[config.mk]
export PLATFORM = sky130hd
export DESIGN_NAME = shift_add_mult4
export DESIGN_NICKNAME = d
export VERILOG_FILES = /design/src/rtl/shift_add_mult4.sv
export SDC_FILE = /design/constraint.sdc
export NUM_CORES = 1
export LEC_CHECK = 0
export CELL_PAD_IN_SITES_DETAIL_PLACEMENT = 0
export CELL_PAD_IN_SITES_GLOBAL_PLACEMENT = 1
export CORE_MARGIN = 3
export CORE_UTILIZATION = 40
export DETAILED_ROUTE_END_ITERATION = 8
export GPL_ROUTABILITY_DRIVEN = 0
export PLACE_DENSITY_LB_ADDON = 0.1
export SLEW_MARGIN = 20
export SYNTH_ARGS = -nofsm -noshare
export SYNTH_HDL_FRONTEND = slang
export SYNTH_SLANG_ARGS = --single-unit
[constraint.sdc]
create_clock -name clk -period 4.3 [get_ports clk]
set_input_delay 1.29 -clock clk [delete_from_list [all_inputs] [get_ports clk]]
set_output_delay 1.29 -clock clk [all_outputs]
set_load 0.05 [all_outputs]
[src/rtl/shift_add_mult4.sv]
// Sequential 4x4 unsigned shift-and-add multiplier with a start/done handshake.
// Optional early termination on exhausted multiplier bits: define EARLY_TERM_EN.
module CLA_Adder4 (
  input  logic [3:0] A,
  input  logic [3:0] B,
  input  logic       Cin,
  output logic [3:0] Sum,
  output logic       Cout
);
  logic [3:0] p, g;
  logic [4:0] c;
  assign p = A ^ B;
  assign g = A & B;
  assign c[0] = Cin;
  assign c[1] = g[0] | (p[0] & c[0]);
  assign c[2] = g[1] | (p[1] & g[0]) | (p[1] & p[0] & c[0]);
  assign c[3] = g[2] | (p[2] & g[1]) | (p[2] & p[1] & g[0]) | (p[2] & p[1] & p[0] & c[0]);
  assign c[4] = g[3] | (p[3] & g[2]) | (p[3] & p[2] & g[1]) | (p[3] & p[2] & p[1] & g[0])
              | (p[3] & p[2] & p[1] & p[0] & c[0]);
  assign Sum  = p ^ c[3:0];
  assign Cout = c[4];
endmodule

module shift_add_mult4 (
  input  logic       clk,
  input  logic       rst_n,
  input  logic       start,
  input  logic [3:0] multiplicand,
  input  logic [3:0] multiplier,
  output logic       busy,
  output logic       done,
  output logic [7:0] product
);
  localparam logic [0:0] IDLE = 1'b0;
  localparam logic [0:0] RUN  = 1'b1;

  logic [0:0] state;
  logic [3:0] m, acc, q;
  logic [2:0] cnt;
  logic [3:0] sum;
  logic       cout;
  logic [4:0] t;
  logic [7:0] nxt;
  logic       last;
  logic [7:0] res;

  CLA_Adder4 u_add (.A(acc), .B(m), .Cin(1'b0), .Sum(sum), .Cout(cout));

  always_comb begin
    t   = q[0] ? {cout, sum} : {1'b0, acc};
    nxt = {t, q[3:1]};
`ifdef EARLY_TERM_EN
    // Unconsumed multiplier bits sit in the low 4-(cnt+1) bits of the new Q.
    last = ((nxt[3:0] & (4'hF >> (cnt + 3'd1))) == 4'h0);
    res  = nxt >> (3'd3 - cnt);
`else
    last = (cnt == 3'd3);
    res  = nxt;
`endif
  end

  assign busy = (state == RUN);

  always_ff @(posedge clk or negedge rst_n) begin
    if (!rst_n) begin
      state   <= IDLE;
      m       <= '0;
      acc     <= '0;
      q       <= '0;
      cnt     <= '0;
      done    <= 1'b0;
      product <= '0;
    end else begin
      done <= 1'b0;
      case (state)
        IDLE: if (start) begin
          m     <= multiplicand;
          q     <= multiplier;
          acc   <= '0;
          cnt   <= '0;
          state <= RUN;
        end
        default: begin
          acc <= nxt[7:4];
          q   <= nxt[3:0];
          cnt <= cnt + 3'd1;
          if (last) begin
            product <= res;
            done    <= 1'b1;
            state   <= IDLE;
          end
        end
      endcase
    end
  end
endmodule
==> impl_metrics.ini <==
[critical_path]
start_kind = flip-flop
max_stage_delay_ps = 920
crit_path_end_kind = primary output
slowest_stage = clkdlybuf4s50_1
rrSetupSlack_ps = 2410
crit_buf_inv = 1
cp.required_ps = 3010
crit_path_max_fanout = 20
crit_chain = clkdlybuf4s50_1
critical_path.top_delay_family = buffers and inverters
path_class = flip-flop to primary output
critPathArrivalTime_ps = 2040

[drt]
drtIter0Drc = 40
vias = 755
dr.pass1.iters = 2
viasPerCell = 5.000
drc = 0
drt-total-wl_um = 2057
wl_per_cell_um = 13.62
ant_nets = 0

[layout]
antenna_cells = 0
area_delta_synth_final_pct = 21.38
seq_area_um2 = 625.6
multi_input_area_um2 = 490.5
final_nets = 140
fillers = 244
drive_above_1_share_pct = 10.74

[hold_path]
hp-class = flip-flop to flip-flop

[sta]
finalSetupTns_ps = 0
fin_skew_ps = 14.68
max_slew_margin_pct = 56.84
period_minus_slack_ps = 3331
final_max_slew_viol_count = 0
hold_violations = 0
setup-violations-final = 0
rsz0062_at_grt = no
worst_pin_slew_ps = 647.4
min_period_over_period_pct = 77.47
max_clock_freq_mhz = 300.2
hold_slack_ps = 501.4

[logic_synthesis]
synth.top_cell.area_share_pct = 53.71
ys_ff_latch = 25
async_flop_share_pct = 100.0
synth-edff-count = 0
syn-cell-area_um2 = 1165
syn_inst = 100
yosys_warnings = 0
syn_area_per_cell_um2 = 11.65
syn_nets = 118
yosysTopAreaCell = dfrtp_1
synth.most_common_cell = dfrtp_1
synth_cell_types = 22
ys_seq_area_share_pct = 53.71
synth_commonest_cells = 25 x dfrtp_1, 11 x nand2_1, 10 x o21ai_0
synth_top_cells_by_area = dfrtp_1 54%, mux2i_1 6.9%, mux2_2 6.8%
synthFlopType = dfrtp_1

[floorplanning]
core_region_area_um2 = 2613
initial_utilization_pct = 44.59
die_h_um = 59.97
die_w_um = 59.97
rows = 18
die_area_um2 = 3596
pin_count = 21

[place]
dpl.hpwl_um = 1504
io_buffer_count = 20

[clocking]
numCtsBuffers = 3
ctsHtreeMaxLevel = 1
clock_latency_ps = 330
cts.sinks = 25
post_cts_buffers = 0
cts_tree = done
path_clk_slew_ps = 150
cts.path.max_buffers = 2
cts_hold_buf = 0
cts_root_buf = clkbuf_4
cts_resized = 0

[run_status]
status = finished, final reports clean

[global_routing]
grt_max_degree = 26
grt_usage_pct = 13.04
grt_pass1_wl_um = 3408
antenna_found_initial = 0
grt-ovfl-total = 0
grt_pass1_vias = 758

[power]
leakage_nw = 0.6546
ir_drop_v = 0.0003938
switchingPower_mw = 0.4595
p_clk_share_pct = 10.4
combPwrFrac_pct = 49.9
cellPowerDensity_nw_per_um2 = 752.0
swShare_pct = 43.21
p_int_mw = 0.6038
seqPwrFrac_pct = 39.8

[job]
maxCapViolations = 0
==> final timing paths <==
path | end | depth (start not counted) | start
min | product[7]$_DFFE_PN0P_ | 2 | product[7]$_DFFE_PN0P_
max | busy | 1 | busy$_DFF_PN0_
min in group asynchronous | product[7]$_DFFE_PN0P_ | 2 | rst_n
min reg2reg | product[7]$_DFFE_PN0P_ | 2 | product[7]$_DFFE_PN0P_
max reg2reg | product[6]$_DFFE_PN0P_ | 3 | busy$_DFF_PN0_
max in group asynchronous | m[3]$_DFFE_PN0P_ | 2 | rst_n
==> cells by family after synthesis <==
logic type / synth area share [%]
AOI/OAI and AO/OA: 10.10
muxes: 13.64
adders and majority gates: 8.163
xor gates and xnor gates: 0.7520
and+or+nand+nor: 9.452
DFF: 53.71
buffers and inverters: 4.188
==> power by group through the flow <==
stage / clock network, mW / logic (mW) / registers, mW
after floorplan: 0 / 0.275 / 0.536
after global placement: 0 / 0.524 / 0.427
after detailed placement: 0 / 0.538 / 0.431
after CTS: 0.116 / 0.541 / 0.426
after global routing: 0.123 / 0.593 / 0.442
final: 0.110 / 0.530 / 0.423
==> per-layer routing <==
layer  up-vias  global-route usage, %  part of all wire, %
met5         -                      0                    0
met4         0                  3.797                 0.73
met3         2                  4.536                  4.5
met2        12                  20.99                   46
met1       359                  16.49                   48
li1        382                      -                    -
==> per-stage QoR <==
stage	instances	area, um^2	utilization [%]	worst slack (ps)	total power [mW]
floorplan	100	1165	-	2266	0.8109
global placement	147	1384	52.97	1318	0.9517
detailed placement	147	1384	52.97	1321	0.9691
CTS	151	1414	54.12	939.2	1.082
global route	151	1414	54.12	846.0	1.158
finish	151	1414	54.12	968.7	1.063
==> layout by cell type (no fill, tap or decap), drive strengths merged <==
master / netlist / routed
mux2: 7 / 7
clkinvlp: 0 / 1
a21boi: 1 / 1
nand2: 11 / 11
nand2b: 5 / 5
fa: 1 / 1
nand3: 1 / 1
xor2: 1 / 1
a211oi: 1 / 1
nor2: 3 / 3
clkdlybuf4s50: 0 / 20
inv: 6 / 6
o21ai: 10 / 10
ha: 6 / 6
a21oi: 3 / 3
buf: 4 / 1
nor2b: 2 / 2
clkbuf: 0 / 3
dfrtp: 25 / 25
a22o: 2 / 2
o31ai: 2 / 2
and3b: 1 / 1
mux2i: 8 / 8
==> registers in the layout (all words and copies together), names as in the netlist <==
signal,cells
product,8
q,4
cnt,3
acc,4
busy,1
m,4
done,1
==> final cells by class <==
class | instances | area share [%]
repair buffers | 21 | 14.69
clock buffers | 3 | 1.593
clock inverters | 1 | 0.5310
multi-input cells | 65 | 34.69
flip-flops and latches | 25 | 44.25
well taps | 30 | 2.655
inverters | 6 | 1.593
(Power assumes the default switching activity.)
